==> src/rtl/rf_wb_arbiter.sv <==
// Two-requester register-file writeback arbiter with a pending-write scoreboard.
// Requesters are granted combinationally, alternating under contention.
// The winning write is issued to the register file one cycle after the transfer.
// A per-register busy bitmap tracks outstanding writes for hazard checks elsewhere.
module rf_wb_arbiter #(
    parameter int unsigned SB_EN = 1
) (
    input  logic        clk,
    input  logic        rst,

    input  logic        req0_valid,
    input  logic [4:0]  req0_wa,
    input  logic [31:0] req0_wd,
    output logic        req0_ready,

    input  logic        req1_valid,
    input  logic [4:0]  req1_wa,
    input  logic [31:0] req1_wd,
    output logic        req1_ready,

    output logic        rf_we,
    output logic [4:0]  rf_wa,
    output logic [31:0] rf_wd,

    input  logic        sb_set,
    input  logic [4:0]  sb_addr,
    output logic [31:0] busy
);

    localparam int unsigned AW   = 5;
    localparam int unsigned DW   = 32;
    localparam int unsigned NREG = 32;

    // prio names the requester that wins when both are valid
    logic          prio;
    logic          xfer0_c;
    logic          xfer1_c;
    logic          xfer_c;
    logic [AW-1:0] sel_wa_c;
    logic [DW-1:0] sel_wd_c;

    // Grant: lone requester wins, contention resolved by prio, nothing during reset
    always_comb begin
        req0_ready = 1'b0;
        req1_ready = 1'b0;
        if (!rst) begin
            if (req0_valid && (!req1_valid || !prio)) begin
                req0_ready = 1'b1;
            end else if (req1_valid) begin
                req1_ready = 1'b1;
            end
        end
    end

    // Transfer detection and write-payload selection
    always_comb begin
        xfer0_c  = req0_valid && req0_ready;
        xfer1_c  = req1_valid && req1_ready;
        xfer_c   = xfer0_c || xfer1_c;
        sel_wa_c = xfer1_c ? req1_wa : req0_wa;
        sel_wd_c = xfer1_c ? req1_wd : req0_wd;
    end

    // Priority hands the next contention to whoever just lost
    always_ff @(posedge clk) begin
        if (rst) begin
            prio <= 1'b0;
        end else if (xfer0_c) begin
            prio <= 1'b1;
        end else if (xfer1_c) begin
            prio <= 1'b0;
        end
    end

    // Registered write command; writes to x0 are accepted but never enabled
    always_ff @(posedge clk) begin
        if (rst) begin
            rf_we <= 1'b0;
            rf_wa <= '0;
            rf_wd <= '0;
        end else if (xfer_c) begin
            rf_we <= (sel_wa_c != '0);
            rf_wa <= sel_wa_c;
            rf_wd <= sel_wd_c;
        end else begin
            rf_we <= 1'b0;
        end
    end

    generate
        if (SB_EN != 0) begin : g_sb
            logic [NREG-1:0] busy_q;
            logic [NREG-1:0] set_mask_c;
            logic [NREG-1:0] clr_mask_c;

            // One-hot set/clear masks; x0 is never reserved
            always_comb begin
                set_mask_c = '0;
                clr_mask_c = '0;
                if (sb_set && (sb_addr != '0)) begin
                    set_mask_c[sb_addr] = 1'b1;
                end
                if (rf_we) begin
                    clr_mask_c[rf_wa] = 1'b1;
                end
            end

            // Clear first then set, so a same-register collision stays busy
            always_ff @(posedge clk) begin
                if (rst) begin
                    busy_q <= '0;
                end else begin
                    busy_q <= ((busy_q & ~clr_mask_c) | set_mask_c) & ~NREG'(1);
                end
            end

            assign busy = busy_q;
        end else begin : g_no_sb
            logic unused_sb;
            assign unused_sb = ^{sb_set, sb_addr};
            assign busy      = '0;
        end
    endgenerate

endmodule

==> config.mk <==
export PLATFORM = sky130hd
export DESIGN_NAME = rf_wb_arbiter
export DESIGN_NICKNAME = d
export VERILOG_FILES = /design/src/rtl/rf_wb_arbiter.sv
export SDC_FILE = /design/constraint.sdc
export NUM_CORES = 1
export LEC_CHECK = 0
export CORE_MARGIN = 2
export CORE_UTILIZATION = 37
export CTS_CLUSTER_DIAMETER = 80
export DETAILED_ROUTE_END_ITERATION = 12
export PLACE_DENSITY = 0.79
export SETUP_SLACK_MARGIN = 0.05
export SYNTH_ARGS = -nofsm -noshare
export SYNTH_HDL_FRONTEND = slang
export SYNTH_SLANG_ARGS = --single-unit
==> constraint.sdc <==
create_clock -name clk -period 1.3 [get_ports clk]
set_input_delay 0.13 -clock clk [delete_from_list [all_inputs] [get_ports clk]]
set_output_delay 0.13 -clock clk [all_outputs]
set_load 0.05 [all_outputs]
* Yosys cells after proc, flatten, opt, wreduce, memory -nomap -nowiden
Cells that the tools add are included.
** Operators by class
- $lt $le $gt $ge :: 4
- Bitwise operators :: 4
- Reduce and logical (&&, ||, !) cells :: 14
- Mux-type cells :: 15
** Operator list (count)
- 2-to-1 mux 32 bit :: 3
- AND 32 bit :: 1
- inverter 32 bit :: 1
- bitwise OR 32 bit :: 1
- < comparator 5 x 6 -> 1 bit (second input constant) :: 2
- demux 1 bit (select 5 bit) :: 2
- greater-or-equal comparator 5 x 1 -> 1 bit (second input constant) :: 2
- nonzero test 5 bit :: 2
- 2-to-1 mux 1 bit :: 9
- logical AND 1 bit :: 6
- 2-to-1 mux 5 bit :: 1
- logical NOT 1 bit :: 2
- logical OR 1 bit :: 2
- nonzero test 2 bit :: 1
- OR reduction 2 bit :: 1
- inverter 1 bit :: 1
** Storage, ports and cells
- Input port bits :: 84
- Register bits :: 71
- Output and inout bits :: 72
- Logic and storage cells :: 43

* Logic depth before layout (Yosys ltp)
Gate-level depths: netlist of the first run.
- Depth in word-level cells :: 9
- Mapped depth :: 5
- Mapped depth without buffers :: 3

* Worst setup path after synthesis of the first run
No wires, ideal clock.
- Path kind :: reg2out
- From :: register prio
- To :: output req0_ready
- Cell stages (with the launch flop) :: 6
- Required time :: 1.170 ns
- Data arrival time :: 1.583 ns
- Buffers on the path :: 2
- Path slack :: -0.413 ns
- Path through :: dfxtp_1 > nand2b_1 > and2_1 > buf_2 > buf_6 > nor2_1
** Between the ends
- Cells in the longest elaborated chain, start to end :: 5
** RTL lines
- start, declared :: line 35 : logic prio;
- start signal, assigned :: line 67 : prio <= 1'b0;
- start signal, assigned :: line 69 : prio <= 1'b1;
- start signal, assigned :: line 71 : prio <= 1'b0;
- logical NOT 1 bit :: line 47 : if (req0_valid && (!req1_valid || !prio)) begin
- logical OR 1 bit :: line 47
- logical AND 1 bit :: line 47
- 2-to-1 mux 1 bit :: line 47
- 2-to-1 mux 1 bit :: line 46 : if (!rst) begin
- end, declared :: line 14 : output logic req0_ready,
Every way passes these cells.

* Final worst setup path of the first run
- From :: register prio
- To :: register rf_wd[22]
** Between the ends
- Cells in the longest elaborated chain, start to end :: 7
- Elaborated cells between the ends (all ways) :: 11
- Classes of those cells :: 5 x mux; 6 x reduce/logical
** RTL lines
- logical NOT 1 bit * :: line 47
- logical OR 1 bit * :: line 47
- logical AND 1 bit * :: line 47
- 2-to-1 mux 1 bit :: line 47
- 2-to-1 mux 1 bit :: line 46
- logical AND 1 bit (on tied branches) :: line 58, 57
- 2-to-1 mux 32 bit / logical OR 1 bit (equally long branches) :: line 61, 59
- end signal, assigned :: line 84 : rf_wd <= sel_wd_c;
- end, declared :: line 23 : output logic [31:0] rf_wd,
Every way passes the cells marked *; elsewhere a longest branch is shown, timed or not.
A chain may end at the register's enable or synchronous reset.

==> metrics, run 1 <==
Finished Cell Area around 6500 sq um; via count roughly 3.7k; Critical Path Source Type flip-flop; CP Capture Type flip-flop; vias per inst between 5 and 6; max-slew violations 0; final net count a little over 600; Placed Area just under 6000 sq um; vias in the first global route about 3.8k; clock-pin slew on the worst setup and hold paths ~0.080 ns; leakage 2.46 nW; CTS root buffer clkbuf_8; Cells after Synth 344; Metal-1 WL slightly below 5000 um; Worst Path Arrival between 1.5 and 2 ns; Die W approximately 100 um; DRC 0; io pins roughly 160; final setup TNS -1.56 ns; uppermost layer routed met4; kind of critical path reg2reg; GRT Overall Usage roughly 24%; WL met2 between 6000 and 7000 um; count of different cell masters after synthesis 32; Max Root-Sink Buffers 2; max-cap violation count 0; Combinational Power Share a little under a third; Final min period between 1 and 1.5 ns; 1st-pass router iterations 5; CTS H-tree depth 3; Clock Latency Late Sink about 0.35 ns; HPWL after detailed placement about 8500 um; pwr dens 962 nW/um^2; fin crit share 115%; DIE AREA about 9700 sq um; crit path max fanout 6; TritonCTS buffer count 9; TritonCTS clock tree yes; initial antenna violation count 0; area grow syn2layout 96.5%; Cell Area, Synth around 3300 sq um; WP data required between 1.5 and 2 ns; Hold Vio Cnt, Final 0; Net Sw Frac approximately a third; clock power share 30.2%; WL met3 around 1000 um; f_max 0.668 GHz; net load switching power slightly above 2 mW; first-pass GRT wire length between 15000 and 20000 um; number of synthesized register bits 70; Seq pwr share between 30% and 40%; total wire length between 10000 and 15000 um; I/O Buffers about 150; starting density of the core between 30% and 40%; largest net degree at the start of global routing 32; Hold Crit Class in2reg; Setup-failing EPs final 29; failing checks setup timing; DRT iter0 DRCs 130; Row Count 34; status complete, but fails checks; CTS Sinks 70; Final Skew ~0.0065 ns; setup ws final -0.198 ns; total gr overflow 0; layout cells sized above 1 about 36%; peak supply drop 0.000610 V; gpl congestion between 0.8 and 0.9; internal power about 4.3 mW; antenna fix cells 0; core area just under 9000 sq um; routed length per instance 19.5 um; Hold-fix buffers, CTS 0; most frequent cells in the layout clkdlybuf4s50_1, buf_12, dfxtp_1; syn nets roughly 430; synth warn 0; RSZ-0062 raised after global routing true; antenna viol nets, final 0; syn_area_per_cell between 9 and 10 sq um; height of the die a little under 100 um; commonest non-fill, non-tap cell in the layout clkdlybuf4s50_1; register area share after synthesis between 40% and 50%
[registers in the layout, summed over array words and instances, names as in the netlist]
register  count
prio          1
rf_we         1
busy         31
rf_wa         5
rf_wd        32
[Yosys cell counts]
cell,instances,area share [%]
or3b_2,4,1.1
or2_1,1,0.19
and2_1,1,0.19
nand3_1,3,0.45
a21oi_1,1,0.15
inv_1,37,4.2
a2111oi_2,18,8.1
nand3b_1,8,1.8
a2111oi_1,1,0.30
buf_6,7,2.4
nand2_1,2,0.23
o21ai_0,36,5.4
a211oi_1,2,0.45
nand2b_1,3,0.57
nand4b_1,1,0.26
nor3_4,1,0.49
or3_1,2,0.38
nor2b_1,32,6.0
clkbuf_1,7,0.79
nand4bb_1,1,0.34
a2111oi_0,18,4.7
dfxtp_1,70,42
buf_4,2,0.45
nor3b_1,1,0.23
conb_1,1,0.11
buf_2,12,1.8
buf_1,1,0.11
or3b_1,2,0.53
nor2_1,4,0.45
or4_1,2,0.45
o21ai_1,26,3.9
a221o_1,37,11
[area by class of cell]
class,instances,area [sq um]
tap,108,135
clock buffer,12,188
multi-input combinational,211,1930
fill,547,2200
inverter,37,139
sequential,70,1420
timing repair buffer,201,2680
clock inverter,4,32.5
[per-stage QoR]
stage	total power, mW	util, %	std cells	hold WS (ns)	setup WS (ns)
3_3_place_gp	4.17	66.9	607	0.471	-0.414
4_1_cts	6.14	70.8	627	0.191	-0.116
5_1_grt	6.50	74.8	643	0.210	-0.267
2_1_floorplan	3.23	-	344	0.269	0.0216
6_report	6.28	74.8	643	0.209	-0.198
3_5_place_dp	4.21	66.9	607	0.467	-0.473
[power groups by stage]
stage	registers, mW	logic [mW]	clock network (mW)
after floorplan	2.79	0.431	0
after global placement	2.47	1.70	0
after detailed placement	2.47	1.74	0
after CTS	2.43	1.79	1.92
after global routing	2.44	2.03	2.03
final	2.43	1.95	1.90
[routing by layer]
layer / vias to the layer above / GRT usage [%]
li1: 1677 / -
met1: 1765 / 27.8
met2: 200 / 42.3
met3: 27 / 6.95
met4: 0 / 9.91
met5: - / 0
[worst max-delay path, stage by stage, from the launching register on]
cell and delay, ns:
dfxtp_2 0.32, nand2b_4 0.16, buf_12 0.15, buf_8 0.13, a2111oi_1 0.48, a221o_1 0.19
[final timing paths]
check             depth (start not counted)              start  slack (ns)                     end
setup reg to reg                          5  prio$_SDFFE_PP0P_       -0.20  rf_wd[22]$_SDFFE_PP0P_
hold / removal                            3                rst        0.21       prio$_SDFFE_PP0P_
hold reg to reg                           2  prio$_SDFFE_PP0P_        0.47       prio$_SDFFE_PP0P_
setup / recovery                          5  prio$_SDFFE_PP0P_       -0.20  rf_wd[22]$_SDFFE_PP0P_
[cell families (layout without fill, tap and decap cells)]
family                 after synthesis  in the layout  share of synthesized area (%)
AOI/OAI and AO/OA                  139            139                           34.3
buffers and inverters               66            254                           9.72
DFF                                 70             70                           42.2
other                                1              1                          0.113
and+or+nand+nor                     68             71                           13.6
[repair_timing]
item	4_1_cts	5_1_grt
cloned	2	1
resized for setup	22	41
buffers inserted	2	15
setup endpoints to repair	40	57
pin swaps	2	11
(Power assumes the default switching activity.)
==> run 2, diff against run 1 <==
--- a/config.mk
+++ b/config.mk
@@ -9,6 +9,7 @@
 export CORE_UTILIZATION = 37
 export CTS_CLUSTER_DIAMETER = 80
 export DETAILED_ROUTE_END_ITERATION = 12
+export MAX_ROUTING_LAYER = met4
 export PLACE_DENSITY = 0.79
 export SETUP_SLACK_MARGIN = 0.05
 export SYNTH_ARGS = -nofsm -noshare
==> run 2 against run 1 <==
The flow still finishes with violations (setup timing). Design area barely moved. Hold slack got worse by 0.0030 ns. Non-clock buffer count unchanged. Final cell count fell by 0.16%. Total power barely moved. Sequential power is essentially flat. Clock skew up 0.0016 ns. Clock power hardly changed. Core utilization about the same. Wire length decreased by 0.73%. Critical path type unchanged. Largest cell class unchanged.
==> metrics, run 2 (synthesized netlist as in run 1, its figures left out) <==
status complete, but fails checks (unchanged); failing checks setup timing (unchanged); first-pass GRT wire length 18900 um (about the same); HPWL after detailed placement 8500 um (unchanged); max-cap violation count 0 (unchanged); final net count 613 (was 614); CTS root buffer clkbuf_8 (unchanged); Power, Total 6.28 mW (about the same); antenna fix cells 0 (unchanged); dpl ws -0.473 ns (unchanged); fin crit share 111% (was 115%); r2r setup slk -0.14 ns (was -0.20 ns); TritonCTS clock tree yes (unchanged); largest net degree at the start of global routing 32 (unchanged); Worst Path Arrival 1.74 ns (was 1.79 ns); vias in the first global route 3839 (was 3822); WP data required 1.60 ns (was 1.59 ns); starting density of the core 38.1% (unchanged); via count 3636 (was 3669); Hold Crit Class in2reg (unchanged); f_max 0.693 GHz (was 0.668 GHz); final setup TNS -1.06 ns (was -1.56 ns); met2 Resource Use GR 42.3% (unchanged); Row Count 34 (unchanged); I/O Buffers 154 (unchanged); Hold-fix buffers, CTS 0 (unchanged); Slowest-stage cell, CP a2111oi_2 (was a2111oi_1); height of the die 98.7 um (unchanged); max reg flops 32 (unchanged); r2r endpoint rf_wd[14]$_SDFFE_PP0P_ (was rf_wd[22]$_SDFFE_PP0P_); area grow syn2layout 96.4% (was 96.5%); Clock Latency Late Sink 0.35 ns (about the same); relative slew slack 66.7%; leakage 2.46 nW (about the same); routed length per instance 19.4 um (was 19.5 um); pwr dens 963 nW/um^2 (was 962 nW/um^2); commonest non-fill, non-tap cell in the layout clkdlybuf4s50_1 (unchanged); max-slew violations 0 (unchanged); DRC 0 (unchanged); grt met1 use 28.9% (was 27.8%); CP Capture Type flip-flop (unchanged); io pins 156 (unchanged); Worst Tran Pin Value approximately 0.5 ns; total gr overflow 0 (unchanged); largest stage delay on the critical path 0.44 ns (was 0.48 ns); setup ws final -0.143 ns (was -0.198 ns); antenna viol nets, final 0 (unchanged); CTS H-tree depth 3 (unchanged); TritonCTS buffer count 9 (unchanged); r2r worst-path depth 5 (unchanged); # fillers 549 (was 547); GRT Overall Usage 25.0% (was 24.2%); crit path max fanout 6 (unchanged); Die W 98.7 um (unchanged); peak supply drop 0.000748 V (was 0.000610 V); layout cells sized above 1 35.4% (was 35.5%); vias per inst 5.66 (was 5.71); Max Root-Sink Buffers 2 (unchanged); gpl congestion 0.886 (was 0.872); Final min period 1.44 ns (was 1.50 ns); core area 8720 sq um (unchanged); initial antenna violation count 0 (unchanged); kind of critical path reg2reg (unchanged); origin of the critical flop-to-flop path prio$_SDFFE_PP0P_ (unchanged); worst path cell trace nand2b_4, buf_12, buf_8, a2111oi_2, a221o_1 (was nand2b_4, buf_12, buf_8, a2111oi_1, a221o_1); most frequent cells in the layout clkdlybuf4s50_1, buf_12, dfxtp_1 (unchanged); crit path launch prio$_SDFFE_PP0P_ (unchanged); RSZ-0062 raised after global routing true (unchanged); DRT iter0 DRCs 117 (was 130); 1st-pass router iterations 4 (was 5); DIE AREA 9740 sq um (unchanged); clock-pin slew on the worst setup and hold paths 0.08 ns (about the same); Largest Register rf_wd (unchanged); met3 Track Usage GR 5.32% (was 6.95%); Setup-failing EPs final 27 (was 29); Final Skew 0.00806 ns (was 0.00648 ns); Critical Path Source Type flip-flop (unchanged); Hold Vio Cnt, Final 0 (unchanged); GRT busiest layer met2 (unchanged); CTS Sinks 70 (unchanged); crit path to rf_wd[14]$_SDFFE_PP0P_ (was rf_wd[22]$_SDFFE_PP0P_); total wire length 12400 um (was 12500 um)
run 2: cell count changes in the layout (fill, tap and decap cells not counted), sizes merged:
cell  previous run  this run
and2             4         3
run 2: timing repair:
action | in CTS | in global routing
endpoints found under the setup margin | 40 | 57
pin swaps | 2 | 18
resized for setup | 22 | 42
buffers inserted | 2 | 15
cloned | 2 | 0
run 2: critical path: cells and delay by family, from the launching register on:
| kind | cells | cell delay (ns) |
|---|---|---|
| flops | 1 | 0.32 |
| compound gates | 2 | 0.61 |
| buf+inv | 2 | 0.28 |
| simple gates | 1 | 0.17 |
run 2: layout make-up:
cell class,count,area (sq um),share of cell area (%)
inverter,37,139,2.13
sequential,70,1420,21.8
timing repair buffer,201,2680,41.1
clock inverter,4,32.5,0.499
multi-input combinational,210,1920,29.5
clock buffer,12,188,2.88
tap,108,135,2.07
run 2: where the power goes:
group	leakage [nW]	total, mW	switching [mW]	internal (mW)
clock network	0.106	1.90	0.907	0.992
registers	0.578	2.43	0.162	2.27
logic	1.78	1.95	0.954	0.995
run 2: how the worst min path moves through the flow:
stage,startpoint,to,depth (start not counted)
floorplan,req1_wa[2],rf_wa[2]$_SDFFE_PP0P_,1
global placement,prio$_SDFFE_PP0P_,prio$_SDFFE_PP0P_,2
detailed placement,prio$_SDFFE_PP0P_,prio$_SDFFE_PP0P_,2
CTS,rst,prio$_SDFFE_PP0P_,3
global route,rst,prio$_SDFFE_PP0P_,3
finish,rst,prio$_SDFFE_PP0P_,3
run 2: routing by layer:
layer | part of all wire, % | vias up
li1 | - | 1677
met1 | 39 | 1718
met2 | 50 | 210
met3 | 8.2 | 31
met4 | 2.6 | 0
met5 | 0 | -
run 2: through the flow:
| step | hold slack, ns | cell area (sq um) | cells | util, % |
|---|---|---|---|---|
| 5_1_grt | 0.204 | 6520 | 642 | 74.8 |
| 2_1_floorplan | 0.269 | 3370 | 344 | - |
| 4_1_cts | 0.191 | 6170 | 627 | 70.8 |
| 3_5_place_dp | 0.467 | 5840 | 607 | 66.9 |
| 6_report | 0.206 | 6520 | 642 | 74.8 |
| 3_3_place_gp | 0.471 | 5840 | 607 | 66.9 |
